### config.mk
export PLATFORM = sky130hd
export DESIGN_NAME = bus_arbiter
export DESIGN_NICKNAME = d
export VERILOG_FILES = /design/src/rtl/bus_pkg.sv /design/src/rtl/rr_pick.sv /design/src/rtl/bus_arbiter.sv
export SDC_FILE = /design/constraint.sdc
export NUM_CORES = 1
export LEC_CHECK = 0
export BUFFER_PORTS_ARGS = -buffer_cell sky130_fd_sc_hd__buf_2
export CAP_MARGIN = 15
export CORE_MARGIN = 1
export CORE_UTILIZATION = 40
export CTS_CLUSTER_DIAMETER = 30
export DETAILED_ROUTE_END_ITERATION = 16
export PLACE_DENSITY = 0.78
export RECOVER_POWER = 100
export SYNTH_ARGS = -nofsm -noshare
export SYNTH_HDL_FRONTEND = slang
export SYNTH_SLANG_ARGS = --single-unit
### constraint.sdc
create_clock -name clock_i -period 1.4 [get_ports clock_i]
set_input_delay 0.14 -clock clock_i [delete_from_list [all_inputs] [get_ports clock_i]]
set_output_delay 0.14 -clock clock_i [all_outputs]
set_load 0.03 [all_outputs]
### src/rtl/bus_pkg.sv
// Shared types and constants for the system bus arbiter and its helpers.
package bus_pkg;
  localparam int ADDR_W = 16;
  localparam int DATA_W = 8;
  localparam logic [DATA_W-1:0] RESET_RDATA = 8'h00;

  typedef enum logic [1:0] {IDLE, BUSY, DONE} arb_state_e;

  typedef struct packed {
    logic              we;
    logic [ADDR_W-1:0] addr;
    logic [DATA_W-1:0] wdata;
  } bus_req_t;

  // Timeout counter width; a disabled timeout still gets one bit.
  function automatic int cnt_width(input int t);
    return (t < 1) ? 1 : $clog2(t + 1);
  endfunction
endpackage

### src/rtl/rr_pick.sv
// Combinational round-robin picker: first requester after i_last wins,
// wrapping from N-1 back to 0; i_last itself has lowest priority.
module rr_pick #(
  parameter int N  = 2,
  parameter int IW = (N > 1) ? $clog2(N) : 1
) (
  input  logic [N-1:0]  i_req,
  input  logic [IW-1:0] i_last,
  output logic [N-1:0]  o_gnt,
  output logic [IW-1:0] o_idx,
  output logic          o_any
);
  int            w_sum;
  logic [IW-1:0] w_cand;

  // Scan farthest to nearest so the nearest requesting index overwrites.
  always_comb begin
    o_gnt  = '0;
    o_idx  = '0;
    o_any  = 1'b0;
    w_sum  = 0;
    w_cand = '0;
    for (int off = N; off >= 1; off--) begin
      w_sum = int'(i_last) + off;
      if (w_sum >= N) w_sum = w_sum - N;
      w_cand = IW'(w_sum);
      if (i_req[w_cand]) begin
        o_gnt         = '0;
        o_gnt[w_cand] = 1'b1;
        o_idx         = w_cand;
        o_any         = 1'b1;
      end
    end
  end
endmodule

### src/rtl/bus_arbiter.sv
// Round-robin owner of the 16-bit address / 8-bit data system bus.
// One transaction at a time: IDLE (arbitrate) -> BUSY (wait memory) -> DONE (ack).
module bus_arbiter
  import bus_pkg::*;
#(
  parameter int NUM_REQUESTERS = 2,
  parameter int TIMEOUT_CYCLES = 15
) (
  input  logic                                  clock_i,
  input  logic                                  reset_ni,
  input  logic [NUM_REQUESTERS-1:0]             req_i,
  input  logic [NUM_REQUESTERS-1:0]             we_i,
  input  logic [NUM_REQUESTERS-1:0][ADDR_W-1:0] addr_i,
  input  logic [NUM_REQUESTERS-1:0][DATA_W-1:0] wdata_i,
  output logic [NUM_REQUESTERS-1:0]             ack_o,
  output logic [DATA_W-1:0]                     rdata_o,
  output logic                                  timeout_o,
  output logic [NUM_REQUESTERS-1:0]             grant_o,
  output logic [ADDR_W-1:0]                     address_o,
  output logic [DATA_W-1:0]                     data_o,
  output logic                                  write_o,
  output logic                                  data_valid_o,
  input  logic [DATA_W-1:0]                     data_i,
  input  logic                                  data_valid_i
);
  localparam int            IW       = $clog2(NUM_REQUESTERS);
  localparam int            CW       = cnt_width(TIMEOUT_CYCLES);
  localparam logic [CW-1:0] TO_LIM   = CW'(TIMEOUT_CYCLES);
  localparam logic [IW-1:0] LAST_RST = IW'(NUM_REQUESTERS - 1);

  arb_state_e                r_state;
  logic [IW-1:0]             r_last;
  logic [IW-1:0]             r_gidx;
  logic [CW-1:0]             r_cnt;
  logic [NUM_REQUESTERS-1:0] r_grant;
  logic [NUM_REQUESTERS-1:0] r_ack;
  logic                      r_timeout;
  logic [DATA_W-1:0]         r_rdata;
  logic [ADDR_W-1:0]         r_addr;
  logic [DATA_W-1:0]         r_data;
  logic                      r_write;
  logic                      r_dvalid;

  logic [NUM_REQUESTERS-1:0] w_gnt;
  logic [IW-1:0]             w_idx;
  logic                      w_any;
  bus_req_t [NUM_REQUESTERS-1:0] w_reqs;
  bus_req_t                  w_sel;

  for (genvar g = 0; g < NUM_REQUESTERS; g++) begin : g_req
    assign w_reqs[g] = {we_i[g], addr_i[g], wdata_i[g]};
  end

  assign w_sel = w_reqs[w_idx];

  rr_pick #(.N(NUM_REQUESTERS), .IW(IW)) u_pick (
    .i_req  (req_i),
    .i_last (r_last),
    .o_gnt  (w_gnt),
    .o_idx  (w_idx),
    .o_any  (w_any)
  );

  always_ff @(posedge clock_i or negedge reset_ni) begin
    if (!reset_ni) begin
      r_state   <= IDLE;
      r_last    <= LAST_RST;
      r_gidx    <= '0;
      r_cnt     <= '0;
      r_grant   <= '0;
      r_ack     <= '0;
      r_timeout <= 1'b0;
      r_rdata   <= RESET_RDATA;
      r_addr    <= '0;
      r_data    <= '0;
      r_write   <= 1'b0;
      r_dvalid  <= 1'b0;
    end else begin
      case (r_state)
        IDLE: begin
          r_ack     <= '0;
          r_timeout <= 1'b0;
          if (w_any) begin
            r_grant  <= w_gnt;
            r_gidx   <= w_idx;
            r_addr   <= w_sel.addr;
            r_write  <= w_sel.we;
            r_data   <= w_sel.wdata;
            r_dvalid <= 1'b1;
            r_cnt    <= '0;
            r_state  <= BUSY;
          end
        end
        BUSY: begin
          // A response in the limit cycle still wins over the timeout.
          if (data_valid_i) begin
            if (!r_write) r_rdata <= data_i;
            r_dvalid  <= 1'b0;
            r_ack     <= r_grant;
            r_timeout <= 1'b0;
            r_state   <= DONE;
          end else if (TIMEOUT_CYCLES != 0 && r_cnt == TO_LIM) begin
            r_dvalid  <= 1'b0;
            r_ack     <= r_grant;
            r_timeout <= 1'b1;
            r_state   <= DONE;
          end else if (TIMEOUT_CYCLES != 0) begin
            r_cnt <= r_cnt + 1'b1;
          end
        end
        DONE: begin
          r_ack     <= '0;
          r_timeout <= 1'b0;
          r_grant   <= '0;
          r_last    <= r_gidx;
          r_state   <= IDLE;
        end
        default: r_state <= IDLE;
      endcase
    end
  end

  assign ack_o        = r_ack;
  assign rdata_o      = r_rdata;
  assign timeout_o    = r_timeout;
  assign grant_o      = r_grant;
  assign address_o    = r_addr;
  assign data_o       = r_data;
  assign write_o      = r_write;
  assign data_valid_o = r_dvalid;
endmodule

==> flow_summary.toml, run 1 <==
[run_status]
outcome = "finished, violations left"
violations = "negative setup slack"

[grt]
grt_util_met2 = 0.311
grt_max_degree = 21
antenna_found_initial = 0
grtUsageTotal = 0.182
grtUsageMet3 = 0.0587
grt-busiest-layer = "met2"
grt_pass1_wl_um = 8410
grt_pass1_vias = 1837
grtUsageMet1 = 0.218
grt_overflow_total = 0

[placement]
dpl_cell_area_sq_mm = 0.00288
place_congestion = 0.869
dp_slack_ns = -0.0552
post-dp-hpwl_um = 3870
io_buffers = 101
dpl.cell_count = 365

[clock_tree]
cts_max_path_buffers = 2
path_clk_slew_ns = 0.08
cts.sinks = 47
h-tree-depth = 2
root_buffer = "clkbuf_8"
clk_latency_ns = 0.29
cts_buffers = 5
cts_tree = "built"

[yosys]
synth_top_area_frac = 0.525
yosysMostFrequentCell = "dfrtp_1"
synth_top_cells_by_area = "dfrtp_1, mux2i_1, o21ai_0"
ys_ff_latch = 47
yosys.area.top_type = "dfrtp_1"
synth_ff_type = "dfrtp_1"
synth_cells = 190
synthTopCellsByCount = "dfrtp_1, o21ai_0, mux2i_1"
synthArstFlopShare = 1.00
yosys_warnings = 0
yosysUniqueCellTypes = 36
syn_nets = 254
synth_area_sq_mm = 0.00219
syn_area_per_cell_sq_um = 11.5
synth_edf_count = 0
ys_seq_area_frac = 0.537

[layout]
fin_area_sq_mm = 0.00299
area_delta_synth_final_pct = 36.3
nets = 369
antennaDiodeCount = 0
layout-drive-gt1-share = 0.369
final_util = 0.574
final_cells = 376

[timing]
fin_crit_ns = 1.42
max_freq_ghz = 0.706
drv_slew = 0
finalSetupViolations = 8
slew_headroom = 0.295
finClkSkew_ns = 0.00563
fin_ws_ns = -0.0172
finalHoldViolations = 0
max_slew.worst_pin.slew_ns = 1.06
rsz0062_at_grt = "yes"
fin_crit_sh = 1.01

[die]
dieArea_sq_mm = 0.00578
die_h_um = 76.0
core_sq_mm = 0.00520
die_w_um = 76.0
rows = 26
num_io_pins = 102
initial_core_util = 0.421

[job]
maxCapViolCount = 0

[drt]
vias = 1823
drtIter0Drc = 52
via_per_inst = 4.85
routed_wl_um = 5100
ant_nets = 0
firstDrtPassIters = 4
drc = 0
wl_per_cell_um = 13.6

[setup_path]
rr_worst_depth = 5
r2r_end = "rdata_o[0]$_DFFE_PN0P_"
r2r-start = "r_state[1]$_DFFE_PN0P_"
cp.arrival_ns = 1.59
cp_slowest_stage_delay_ns = 0.41
crit_required_ns = 1.57
crit_path_top_delay_cell = "dfrtp_1"
reg2reg_slack_ns = -0.02
cp-start-kind = "flop"
path_class = "reg -> reg"
crit_fanout = 8
cp_cell_sequence = "buf_6 > nand2b_4 > nor3_4 > buf_12 > mux2_2"
end_kind = "flop"

[hold_path]
min_from = "data_i[6]"
min_path_type = "in -> reg"
whs_path_depth = 2
min_to = "rdata_o[6]$_DFFE_PN0P_"

[power_and_ir_drop]
power_per_cell_area_mw_per_mm2 = 2220
p_total_mw = 6.62
p_leak_nw = 1.42
ir_drop_mv = 0.931
report_power, final:
group / leakage (nW) / internal [mW] / total [mW] / switching, mW
clock: 0.0515 / 0.451 / 0.877 / 0.426
combinational: 0.791 / 1.20 / 3.39 / 2.19
sequential: 0.579 / 2.00 / 2.36 / 0.366
total: 1.42 / 3.65 / 6.62 / 2.98
area by class of cell:
class                      count  area, sq um
fill                         475         2220
sequential                    47         1180
multi-input combinational    123          926
timing repair buffer         122          673
clock buffer                   8          100
tap                           70         87.6
inverter                       6         22.5
layout by cell type (no fill, tap or decap), types with 2 or more instances in the layout:
cell       n
buf_2     64
dfrtp_1   46
clkbuf_1  38
o21ai_0   32
mux2i_1   28
o21ai_1   21
buf_4     15
mux2_2     9
clkbuf_8   7
inv_1      6
nand2_1    5
buf_12     4
or2_4      2
nor2_1     2
per-stage QoR:
| stage | hold slack, ns | TNS (ns) |
|---|---|---|
| 5_1_grt | 0.0749 | -0.573 |
| 4_1_cts | 0.0763 | -0.0785 |
| 2_1_floorplan | -0.156 | -0.0201 |
| 3_5_place_dp | 0.102 | -0.375 |
| 3_3_place_gp | 0.0998 | -0.00175 |
| 6_report | 0.0838 | -0.106 |
worst max-delay path: cells and delay by family (launching register included):
| kind | cells | cell delay (ns) |
|---|---|---|
| flip-flops | 1 | 0.41 |
| AND/OR/NAND/NOR | 2 | 0.29 |
| multiplexers | 1 | 0.33 |
| buffers and inverters | 2 | 0.29 |
per-layer routing:
metal  wire [um]  vias to the layer above
li1            -                      913
met1        2240                      837
met2        2530                       69
met3         297                        4
met4          33                        0
met5           0                        -
state kept, by name, summed over array words and instances (netlist names):
name,flops
ack_o,2
address_o,16
data_o,8
data_valid_o,1
grant_o,2
r_cnt,4
r_gidx,1
r_last,1
r_state,2
rdata_o,8
timeout_o,1
write_o,1
how the worst max path moves through the flow:
stage                                 startpoint  slack [ns]                  endpoint  depth (start not counted)
after global placement    r_state[1]$_DFFE_PN0P_      -0.002  address_o[8]$_DFFE_PN0P_                          4
final                     r_state[1]$_DFFE_PN0P_       -0.02    rdata_o[0]$_DFFE_PN0P_                          5
after detailed placement  r_state[1]$_DFFE_PN0P_       -0.06  address_o[7]$_DFFE_PN0P_                          4
after CTS                 r_state[1]$_DFFE_PN0P_       -0.02    rdata_o[0]$_DFFE_PN0P_                          5
after floorplan           r_state[1]$_DFFE_PN0P_       -0.01      r_cnt[3]$_DFFE_PN0P_                          5
after global routing      r_state[1]$_DFFE_PN0P_       -0.08    rdata_o[0]$_DFFE_PN0P_                          5
repair_timing:
action                                  CTS  global route
buffers inserted                          1             1
hold buffers                              1             0
gates resized for setup                   2             8
endpoints found under the setup margin   33            31
pin swaps                                 0             2
endpoints found under the hold margin    14             0
cell families (layout without fill, tap and decap cells):
kind of cell / after synthesis / in the layout / share of synthesized area
buffers and inverters: 20 / 136 / 0.0588
adders and majority gates: 1 / 1 / 0.00571
and+or+nand+nor: 21 / 21 / 0.0623
muxes: 37 / 37 / 0.174
DFF: 47 / 47 / 0.537
AOI/OAI and AO/OA: 64 / 64 / 0.162
No activity file was read; power rests on OpenSTA's default activity.
==> inputs of run 2 (changes only) <==
--- a/config.mk
+++ b/config.mk
@@ -8,10 +8,10 @@
 export BUFFER_PORTS_ARGS = -buffer_cell sky130_fd_sc_hd__buf_2
 export CAP_MARGIN = 15
 export CORE_MARGIN = 1
-export CORE_UTILIZATION = 40
+export CORE_UTILIZATION = 42
 export CTS_CLUSTER_DIAMETER = 30
 export DETAILED_ROUTE_END_ITERATION = 16
-export PLACE_DENSITY = 0.78
+export PLACE_DENSITY = 0.81
 export RECOVER_POWER = 100
 export SYNTH_ARGS = -nofsm -noshare
 export SYNTH_HDL_FRONTEND = slang
==> run 2 against run 1 <==
- the run now ends clean
- core utilization up 2.7 points
- sequential power about the same
- combinational power down 2%
- die area down 4.6%
- flip-flop and latch count unchanged
- clock skew about the same
- via count up 0.66%
- worst setup slack better by 0.074 ns
==> flow_summary.toml, run 2 (same netlist as run 1, synthesis figures left out) <==
[timing]
max_slew.worst_pin.slew_ns = 0.416
finClkSkew_ns = 0.00530
fin_crit_sh = 0.960
fin_crit_ns = 1.34
max_freq_ghz = 0.744
drv_slew = 0
finalSetupViolations = 0
finalHoldViolations = 0
tns_ns = 0
whs_ns = 0.0680
slew_headroom = 0.723
rsz0062_at_grt = "no"

[die]
num_io_pins = 102
dieArea_sq_mm = 0.00551
core_sq_mm = 0.00488
rows = 25
initial_core_util = 0.449
die_w_um = 74.2
die_h_um = 74.2

[setup_path]
crit_path_top_delay_cell = "dfrtp_1"
cp_slowest_stage_delay_ns = 0.42
path_class = "reg -> reg"
path_buf_inv = 1
crit_required_ns = 1.59
cp.arrival_ns = 1.53
cp-start-kind = "flop"
crit_fanout = 4
end_kind = "flop"
crit_family = "flip-flops"
cp_cell_sequence = "clkbuf_4 > nor3b_2 > a2bb2oi_2 > a211o_1"

[drt]
via_per_inst = 4.97
ant_nets = 0
routed_wl_um = 4920
wl_met2_um = 2350
vias = 1835
drtIter0Drc = 110
drc = 0
wirelength_met1_um = 2160
top_layer = "met4"
wl_per_cell_um = 13.3
firstDrtPassIters = 4
wl_met3_um = 337

[clock_tree]
root_buffer = "clkbuf_8"
clk_latency_ns = 0.30
cts_tree = "built"
cts.sinks = 47
cts_max_path_buffers = 2
path_clk_slew_ns = 0.08
cts_buffers = 5
h-tree-depth = 2

[grt]
grt_pass1_vias = 1742
antenna_found_initial = 0
grtUsageTotal = 0.189
grt_overflow_total = 0
grt_pass1_wl_um = 7870
grt_max_degree = 32

[placement]
post-dp-hpwl_um = 3720
dpl.cell_count = 361
io_buffers = 101
place_congestion = 0.741

[power_and_ir_drop]
p_total_mw = 6.64
power_per_cell_area_mw_per_mm2 = 2260
p_leak_nw = 1.39
ir_drop_mv = 0.935

[hold_path]
min_path_type = "in -> reg"

[job]
maxCapViolCount = 0

[layout]
layout_common_cells = "buf_2, dfrtp_1, clkbuf_1, o21ai_0, mux2i_1"
layout-drive-gt1-share = 0.351
final_cells = 369
final_common_cell = "buf_2"
largest_reg_flops = 16
area_delta_synth_final_pct = 33.9
nets = 366
antennaDiodeCount = 0

[run_status]
outcome = "finished clean"
-- run 2: changes by cell type in the layout (fill, tap and decap cells not counted), moves of 2 or more --
cell      before  now
buf_4         15    8
clkbuf_8       7    5
buf_6          1    3
clkbuf_4       0    3
buf_2         64   62
clkbuf_1      38   40
buf_12         4    2
-- run 2: final timing paths --
| path | slack [ns] | endpoint | start | depth (start not counted) |
|---|---|---|---|---|
| hold / removal | 0.07 | rdata_o[5]$_DFFE_PN0P_ | data_i[5] | 2 |
| max in group asynchronous | 0.31 | r_cnt[2]$_DFFE_PN0P_ | reset_ni | 3 |
| hold reg to reg | 0.50 | r_gidx$_DFFE_PN0P_ | r_gidx$_DFFE_PN0P_ | 1 |
| setup / recovery | 0.06 | r_cnt[3]$_DFFE_PN0P_ | r_state[1]$_DFFE_PN0P_ | 4 |
| min in group asynchronous | 0.30 | rdata_o[5]$_DFFE_PN0P_ | reset_ni | 2 |
| setup reg to reg | 0.06 | r_cnt[3]$_DFFE_PN0P_ | r_state[1]$_DFFE_PN0P_ | 4 |
-- run 2: cell type report --
| cell class | count | area [sq um] |
|---|---|---|
| multi-input combinational | 123 | 918 |
| clock inverter | 1 | 30.0 |
| sequential | 47 | 1180 |
| fill | 443 | 1950 |
| timing repair buffer | 119 | 628 |
| inverter | 6 | 22.5 |
| tap | 67 | 83.8 |
| clock buffer | 6 | 72.6 |
-- run 2: where the power goes --
group          internal, mW  switching [mW]
clock                 0.524           0.428
combinational          1.15            2.17
sequential             2.00           0.373
-- run 2: metal layers --
metal  track usage  vias to the layer above
li1              -                      908
met1         0.236                      840
met2         0.322                       80
met3        0.0542                        7
met4        0.0524                        0
met5             0                        -
-- run 2: repair_timing --
| item | CTS | global route |
|---|---|---|
| hold endpoints to repair | 15 | 0 |
| pin swaps | 0 | 1 |
| gates resized for setup | 3 | 13 |
| hold buffers | 1 | 0 |
| setup endpoints to repair | 11 | 28 |
| buffers inserted | 0 | 0 |
-- run 2: through the flow --
step,area [sq um],setup slack (ns),utilization
floorplan,2190,-0.0120,-
global placement,2850,0.0417,0.585
detailed placement,2850,-0.0172,0.585
CTS,2980,0.000755,0.610
global route,2930,0.00403,0.601
finish,2930,0.0565,0.601
-- run 2: worst register-to-register path, stage by stage, from the launching register on --
cell and delay [ns]:
dfrtp_1 0.42, clkbuf_4 0.15, nor3b_2 0.27, a2bb2oi_2 0.10
a211o_1 0.30
